`config.mk`:
```
export PLATFORM = sky130hd
export DESIGN_NAME = clk_div_monitor
export DESIGN_NICKNAME = d
export VERILOG_FILES = /design/src/rtl/clk_div_monitor.sv
export SDC_FILE = /design/constraint.sdc
export NUM_CORES = 1
export LEC_CHECK = 0
export ABC_CLOCK_PERIOD_IN_PS = 2600
export CAP_MARGIN = 15
export CORE_MARGIN = 1
export CORE_UTILIZATION = 51
export CTS_CLUSTER_SIZE = 25
export DETAILED_ROUTE_END_ITERATION = 8
export HOLD_SLACK_MARGIN = 0.06
export PLACE_DENSITY = 0.77
export SLEW_MARGIN = 20
export SYNTH_ARGS = -nofsm -noshare
export SYNTH_HDL_FRONTEND = slang
export SYNTH_SLANG_ARGS = --single-unit
export TNS_END_PERCENT = 30
```
`constraint.sdc`:
```
create_clock -name clkin -period 2.6 [get_ports clkin]
set_input_delay 0.52 -clock clkin [delete_from_list [all_inputs] [get_ports clkin]]
set_output_delay 0.52 -clock clkin [all_outputs]
set_load 0.02 [all_outputs]
```
`src/rtl/clk_div_monitor.sv`:
```
// clk_div_monitor
//   Receive-side health monitor for a divided clock generated in the clkin
//   domain. It samples div_in on clkin and measures the rising-edge-to-rising-edge
//   period and the sampled high time, both in clkin cycles. After LOCK_COUNT
//   consecutive periods within TOL of EXP_PERIOD it asserts locked. It raises
//   sticky flags for a bad period seen while locked and for a missing edge
//   (stall).
//
// Ports
//   clkin        : sole clock, all logic on posedge
//   reset        : synchronous, active-high
//   enable       : 1 = monitor runs, 0 = return to IDLE (sticky flags kept)
//   div_in       : divided clock under test
//   clr_err      : one-cycle pulse clearing err_period and stall
//   period       : last measured period (clkin cycles)
//   high_time    : sampled high cycles within that period
//   period_valid : one-cycle pulse when period/high_time update
//   locked       : ratio confirmed
//   err_period   : sticky, bad period or stall while locked
//   stall        : sticky, no rising edge for TIMEOUT cycles
module clk_div_monitor #(
  parameter int unsigned CNT_W      = 8,
  parameter int unsigned EXP_PERIOD = 3,
  parameter int unsigned TOL        = 0,
  parameter int unsigned LOCK_COUNT = 4,
  parameter int unsigned TIMEOUT    = 16,
  parameter int unsigned SYNC_EN    = 1
) (
  input  logic             clkin,
  input  logic             reset,
  input  logic             enable,
  input  logic             div_in,
  input  logic             clr_err,
  output logic [CNT_W-1:0] period,
  output logic [CNT_W-1:0] high_time,
  output logic             period_valid,
  output logic             locked,
  output logic             err_period,
  output logic             stall
);

  localparam int unsigned XW   = CNT_W + 1;
  localparam int unsigned GC_W = $clog2(LOCK_COUNT + 1);

  localparam logic [CNT_W-1:0] CNT_MAX   = '1;
  localparam logic [CNT_W-1:0] TIMEOUT_C = CNT_W'(TIMEOUT);
  localparam logic [XW-1:0]    EXP_C     = XW'(EXP_PERIOD);
  localparam logic [XW-1:0]    TOL_C     = XW'(TOL);
  localparam logic [GC_W-1:0]  LOCK_C    = GC_W'(LOCK_COUNT);

  typedef enum logic [1:0] {
    IDLE,
    ACQUIRE,
    MEASURE,
    LOCKED
  } state_t;

  // ---------------------------------------------------------------------------
  // Input stage
  // ---------------------------------------------------------------------------
  logic s;

  if (SYNC_EN != 0) begin : g_sync
    logic [1:0] sync_q;
    logic [1:0] sync_d;

    always_comb begin
      sync_d = {sync_q[0], div_in};
    end

    always_ff @(posedge clkin) begin
      if (reset) begin
        sync_q <= '0;
      end else begin
        sync_q <= sync_d;
      end
    end

    assign s = sync_q[1];
  end else begin : g_direct
    assign s = div_in;
  end

  logic s_d_q;
  logic rise;
  logic fall;

  assign rise = s & ~s_d_q;
  assign fall = ~s & s_d_q;

  // ---------------------------------------------------------------------------
  // State and counters
  // ---------------------------------------------------------------------------
  state_t           state_q,        state_d;
  logic [CNT_W-1:0] per_cnt_q,      per_cnt_d;
  logic [CNT_W-1:0] hi_cnt_q,       hi_cnt_d;
  logic [CNT_W-1:0] hi_lat_q,       hi_lat_d;
  logic [GC_W-1:0]  good_cnt_q,     good_cnt_d;
  logic [CNT_W-1:0] period_q,       period_d;
  logic [CNT_W-1:0] high_time_q,    high_time_d;
  logic             period_valid_q, period_valid_d;
  logic             locked_q,       locked_d;
  logic             err_period_q,   err_period_d;
  logic             stall_q,        stall_d;

  // Deviation is taken in CNT_W+1 bits so neither subtraction can wrap.
  logic [XW-1:0]   meas_ext;
  logic [XW-1:0]   dev;
  logic            good;
  logic [GC_W-1:0] good_cnt_inc;

  always_comb begin
    meas_ext     = {1'b0, per_cnt_q};
    dev          = (meas_ext >= EXP_C) ? (meas_ext - EXP_C) : (EXP_C - meas_ext);
    good         = (dev <= TOL_C);
    good_cnt_inc = good_cnt_q + 1'b1;
  end

  always_comb begin
    state_d        = state_q;
    per_cnt_d      = per_cnt_q;
    hi_cnt_d       = hi_cnt_q;
    hi_lat_d       = hi_lat_q;
    good_cnt_d     = good_cnt_q;
    period_d       = period_q;
    high_time_d    = high_time_q;
    period_valid_d = 1'b0;
    locked_d       = locked_q;
    // Clear first; any set event below overrides it in the same cycle.
    err_period_d   = err_period_q & ~clr_err;
    stall_d        = stall_q & ~clr_err;

    if (!enable) begin
      state_d    = IDLE;
      locked_d   = 1'b0;
      good_cnt_d = '0;
      per_cnt_d  = '0;
      hi_cnt_d   = '0;
      hi_lat_d   = '0;
    end else begin
      case (state_q)
        IDLE: begin
          state_d   = ACQUIRE;
          per_cnt_d = '0;
          hi_cnt_d  = '0;
        end

        ACQUIRE: begin
          // The first edge only starts the counters; no period exists yet.
          if (rise) begin
            state_d   = MEASURE;
            per_cnt_d = CNT_W'(1);
            hi_cnt_d  = CNT_W'(1);
          end
        end

        MEASURE, LOCKED: begin
          if (rise) begin
            period_d       = per_cnt_q;
            high_time_d    = hi_lat_q;
            period_valid_d = 1'b1;
            per_cnt_d      = CNT_W'(1);
            hi_cnt_d       = CNT_W'(1);
            if (state_q == MEASURE) begin
              if (good) begin
                good_cnt_d = good_cnt_inc;
                if (good_cnt_inc == LOCK_C) begin
                  state_d  = LOCKED;
                  locked_d = 1'b1;
                end
              end else begin
                good_cnt_d = '0;
              end
            end else if (!good) begin
              err_period_d = 1'b1;
              locked_d     = 1'b0;
              good_cnt_d   = '0;
              state_d      = MEASURE;
            end
          end else if (per_cnt_q == TIMEOUT_C) begin
            // Stuck high and stuck low both land here.
            stall_d    = 1'b1;
            locked_d   = 1'b0;
            good_cnt_d = '0;
            per_cnt_d  = '0;
            hi_cnt_d   = '0;
            state_d    = ACQUIRE;
            if (state_q == LOCKED) begin
              err_period_d = 1'b1;
            end
          end else begin
            per_cnt_d = (per_cnt_q == CNT_MAX) ? per_cnt_q : per_cnt_q + 1'b1;
            if (s) begin
              hi_cnt_d = (hi_cnt_q == CNT_MAX) ? hi_cnt_q : hi_cnt_q + 1'b1;
            end
            if (fall) begin
              hi_lat_d = hi_cnt_q;
            end
          end
        end

        default: state_d = IDLE;
      endcase
    end
  end

  always_ff @(posedge clkin) begin
    if (reset) begin
      state_q        <= IDLE;
      s_d_q          <= 1'b0;
      per_cnt_q      <= '0;
      hi_cnt_q       <= '0;
      hi_lat_q       <= '0;
      good_cnt_q     <= '0;
      period_q       <= '0;
      high_time_q    <= '0;
      period_valid_q <= 1'b0;
      locked_q       <= 1'b0;
      err_period_q   <= 1'b0;
      stall_q        <= 1'b0;
    end else begin
      state_q        <= state_d;
      s_d_q          <= s;
      per_cnt_q      <= per_cnt_d;
      hi_cnt_q       <= hi_cnt_d;
      hi_lat_q       <= hi_lat_d;
      good_cnt_q     <= good_cnt_d;
      period_q       <= period_d;
      high_time_q    <= high_time_d;
      period_valid_q <= period_valid_d;
      locked_q       <= locked_d;
      err_period_q   <= err_period_d;
      stall_q        <= stall_d;
    end
  end

  assign period       = period_q;
  assign high_time    = high_time_q;
  assign period_valid = period_valid_q;
  assign locked       = locked_q;
  assign err_period   = err_period_q;
  assign stall        = stall_q;

endmodule

```
==> results.cfg <==
[status]
outcome = complete, no violations

[worst_hold_path]
holdCritPathClass = reg2reg

[die]
ios = 25
die_w_um = 72.38
die_h_um = 72.38
initial_core_util_pct = 53.13
core_area_um2 = 4755
row_count = 25
die_area_um2 = 5239

[detailed_routing]
wl_per_cell_um = 13.21
highest_layer = met4
antenna_left = 0
first_iter_violations = 132
vias_per_cell = 5.446
drt-total-wl_mm = 5.271
dr.pass1.iters = 4
vias = 2173
wl_met3_um = 149
wl_met1_mm = 2.445
drc = 0
dr_wl_met2_mm = 2.612

[clock_network]
clk_latency_ns = 0.30
cts-resized-gates = 0
clockBufferDepth = 2
cts_root_buf = clkbuf_8
cts_buffers = 5
ctsHoldBuffers = 0
cts_setup_buffers = 0
cts_tree = done
clk_pin_slew_worst_paths_ns = 0.09
h-tree-depth = 2
cts.sinks = 52

[pwr]
intPower_mw = 1.019
p_sw_share_pct = 23.40
ir_drop_mv = 0.3617
seq_power_share_pct = 60.8
p_switching_uw = 311.3
leakagePower_nw = 1.081
pwr-share-clk_pct = 34.1
power_density_nw_per_um2 = 456.3
pwr-share-comb_pct = 5.1

[cells_and_area]
diodes = 0
n_fill_cell = 460
layout.nets = 345
multi_input_area_um2 = 1360
layout_common_cells = dfxtp_1, nand2_1, a21oi_1
area_delta_synth_final_pct = 15.40
drive_gt1_share_pct = 7.229
layout_commonest_cell = dfxtp_1
regArea_um2 = 1044

[yosys]
yosys_warnings = 0
synth_edf_count = 0
syn_nets = 323
synth.avg_cell_area_um2 = 8.175
synth-async-reset-ratio_pct = 0
synth_cell_types = 50
yosys_register_bits = 52
ys.flop_type = dfxtp_1
synthCells = 309
yosysSeqAreaShare_pct = 41.21
synth_area_um2 = 2526

[critical_path]
critPathMaxFanout = 9
critical_path_class = reg2reg
worst-path-buf-inv = 1
crit_slowest_cell = dfxtp_1
start_kind = flop
crit_path_max_incr_delay_ns = 0.47
endpoint_kind = flop
cp_data_required_time_ns = 2.82
cp_top_family = compound AO/OA/AOI/OAI gates
crit_chain = ha_1 > buf_4 > nand2b_1 > o32ai_1 > a31oi_1 > o21a_1 > o31a_1 > a311o_1 > a221oi_2
worstPathArrival_ns = 2.61

[timing]
fin_crit_sh_pct = 91.68
worstMarginPinSlew_ns = 0.6402
worst_hold_slack_ns = 0.4576
fin_crit_ns = 2.384
setup_tns_ns = 0
finalSetupViolCount = 0
hold_viol = 0
slew_headroom_pct = 57.20
timing.final.ws_setup_ns = 0.2162
slew_viol_final = 0
rsz0062_at_grt = no
fin_worst_skew_ns = 0.005722
timing.fmax_mhz = 419.5

[placement]
place_congestion = 0.8745
dp_slack_ns = 0.2009
place_hpwl_mm = 3.819
numPortBuffers = 24

[grt]
grt_pass1_vias = 2007
grt_usage_pct = 21.92
grt-ovfl-total = 0
grt_pass1_wl_mm = 8.970
grt_max_degree = 23
antenna_found_initial = 0

[job]
drv_cap = 0
## layer usage
| metal | global-route usage, % | vias up |
|---|---|---|
| met5 | 0 | - |
| li1 | - | 1119 |
| met1 | 27.42 | 1011 |
| met4 | 8.061 | 0 |
| met3 | 4.444 | 7 |
| met2 | 37.28 | 36 |
## logic make-up (layout without fill, tap and decap cells)
group	Yosys count	in the layout	share of synthesized area [%]
compound gates	76	76	19.27
xor+xnor	6	6	2.081
fa+ha+maj	9	9	4.458
buf+inv	27	50	5.052
flops	52	52	41.21
mux	7	7	2.774
simple gates	132	132	25.16
## through the flow
step                      total power, mW  instances  instance area (um^2)  utilization [%]
final                               1.330        399                  2915            61.32
after global routing                1.389        399                  2915            61.32
after CTS                           1.345        399                  2910            61.21
after detailed placement           0.8948        391                  2824            59.39
after global placement             0.8939        391                  2824            59.39
after floorplan                    0.8673        309                  2526                -
## power groups by stage
stage,sequential (mW),clock (mW),combinational (mW)
after floorplan,0.823,0,0.0445
after global placement,0.827,0,0.0672
after detailed placement,0.827,0,0.0676
after CTS,0.809,0.468,0.0680
after global routing,0.810,0.503,0.0766
final,0.808,0.454,0.0683
## synthesized netlist by cell type (all sizes together), types with 7 or more instances
| library cell | n | area share [%] |
|---|---|---|
| nand3 | 11 | 2.2 |
| mux2i | 7 | 2.8 |
| nor2 | 29 | 4.3 |
| nand2 | 48 | 7.1 |
| nor2b | 7 | 1.7 |
| ha | 9 | 4.5 |
| dfxtp | 52 | 41 |
| inv | 9 | 1.3 |
| a21oi | 35 | 6.9 |
| clkbuf | 15 | 2.7 |
| o21ai | 15 | 3.0 |
## final timing paths
| kind | from | to | slack, ns | cells after the start |
|---|---|---|---|---|
| max reg2reg | per_cnt_q[0] | locked | 0.22 | 9 |
| max | per_cnt_q[0] | locked | 0.22 | 9 |
| min | high_time[4] | high_time[4] | 0.46 | 2 |
| min reg2reg | high_time[4] | high_time[4] | 0.46 | 2 |
## flip-flops by register name (all words and copies together), names as in the netlist
name and cells:
hi_cnt_q 8, period 8, stall 1, s_d_q 1, locked 1, g_sync.sync_q 2
state_q 2, err_period 1, hi_lat_q 8, per_cnt_q 8, period_valid 1, high_time 8
good_cnt_q 3
## final cells by class
class,count,share of cell area [%]
multi-input combinational,230,46.65
inverter,9,1.159
clock inverter,2,0.4721
clock buffer,6,2.489
tap,67,2.876
timing repair buffer,33,10.56
sequential,52,35.79
## worst register-to-register path, stage by stage (launching register included)
cell and delay (ns):
dfxtp_1 0.47, ha_1 0.21, buf_4 0.15, nand2b_1 0.09
o32ai_1 0.28, a31oi_1 0.06, o21a_1 0.22, o31a_1 0.29
a311o_1 0.33, a221oi_2 0.20
(Power assumes the default switching activity.)
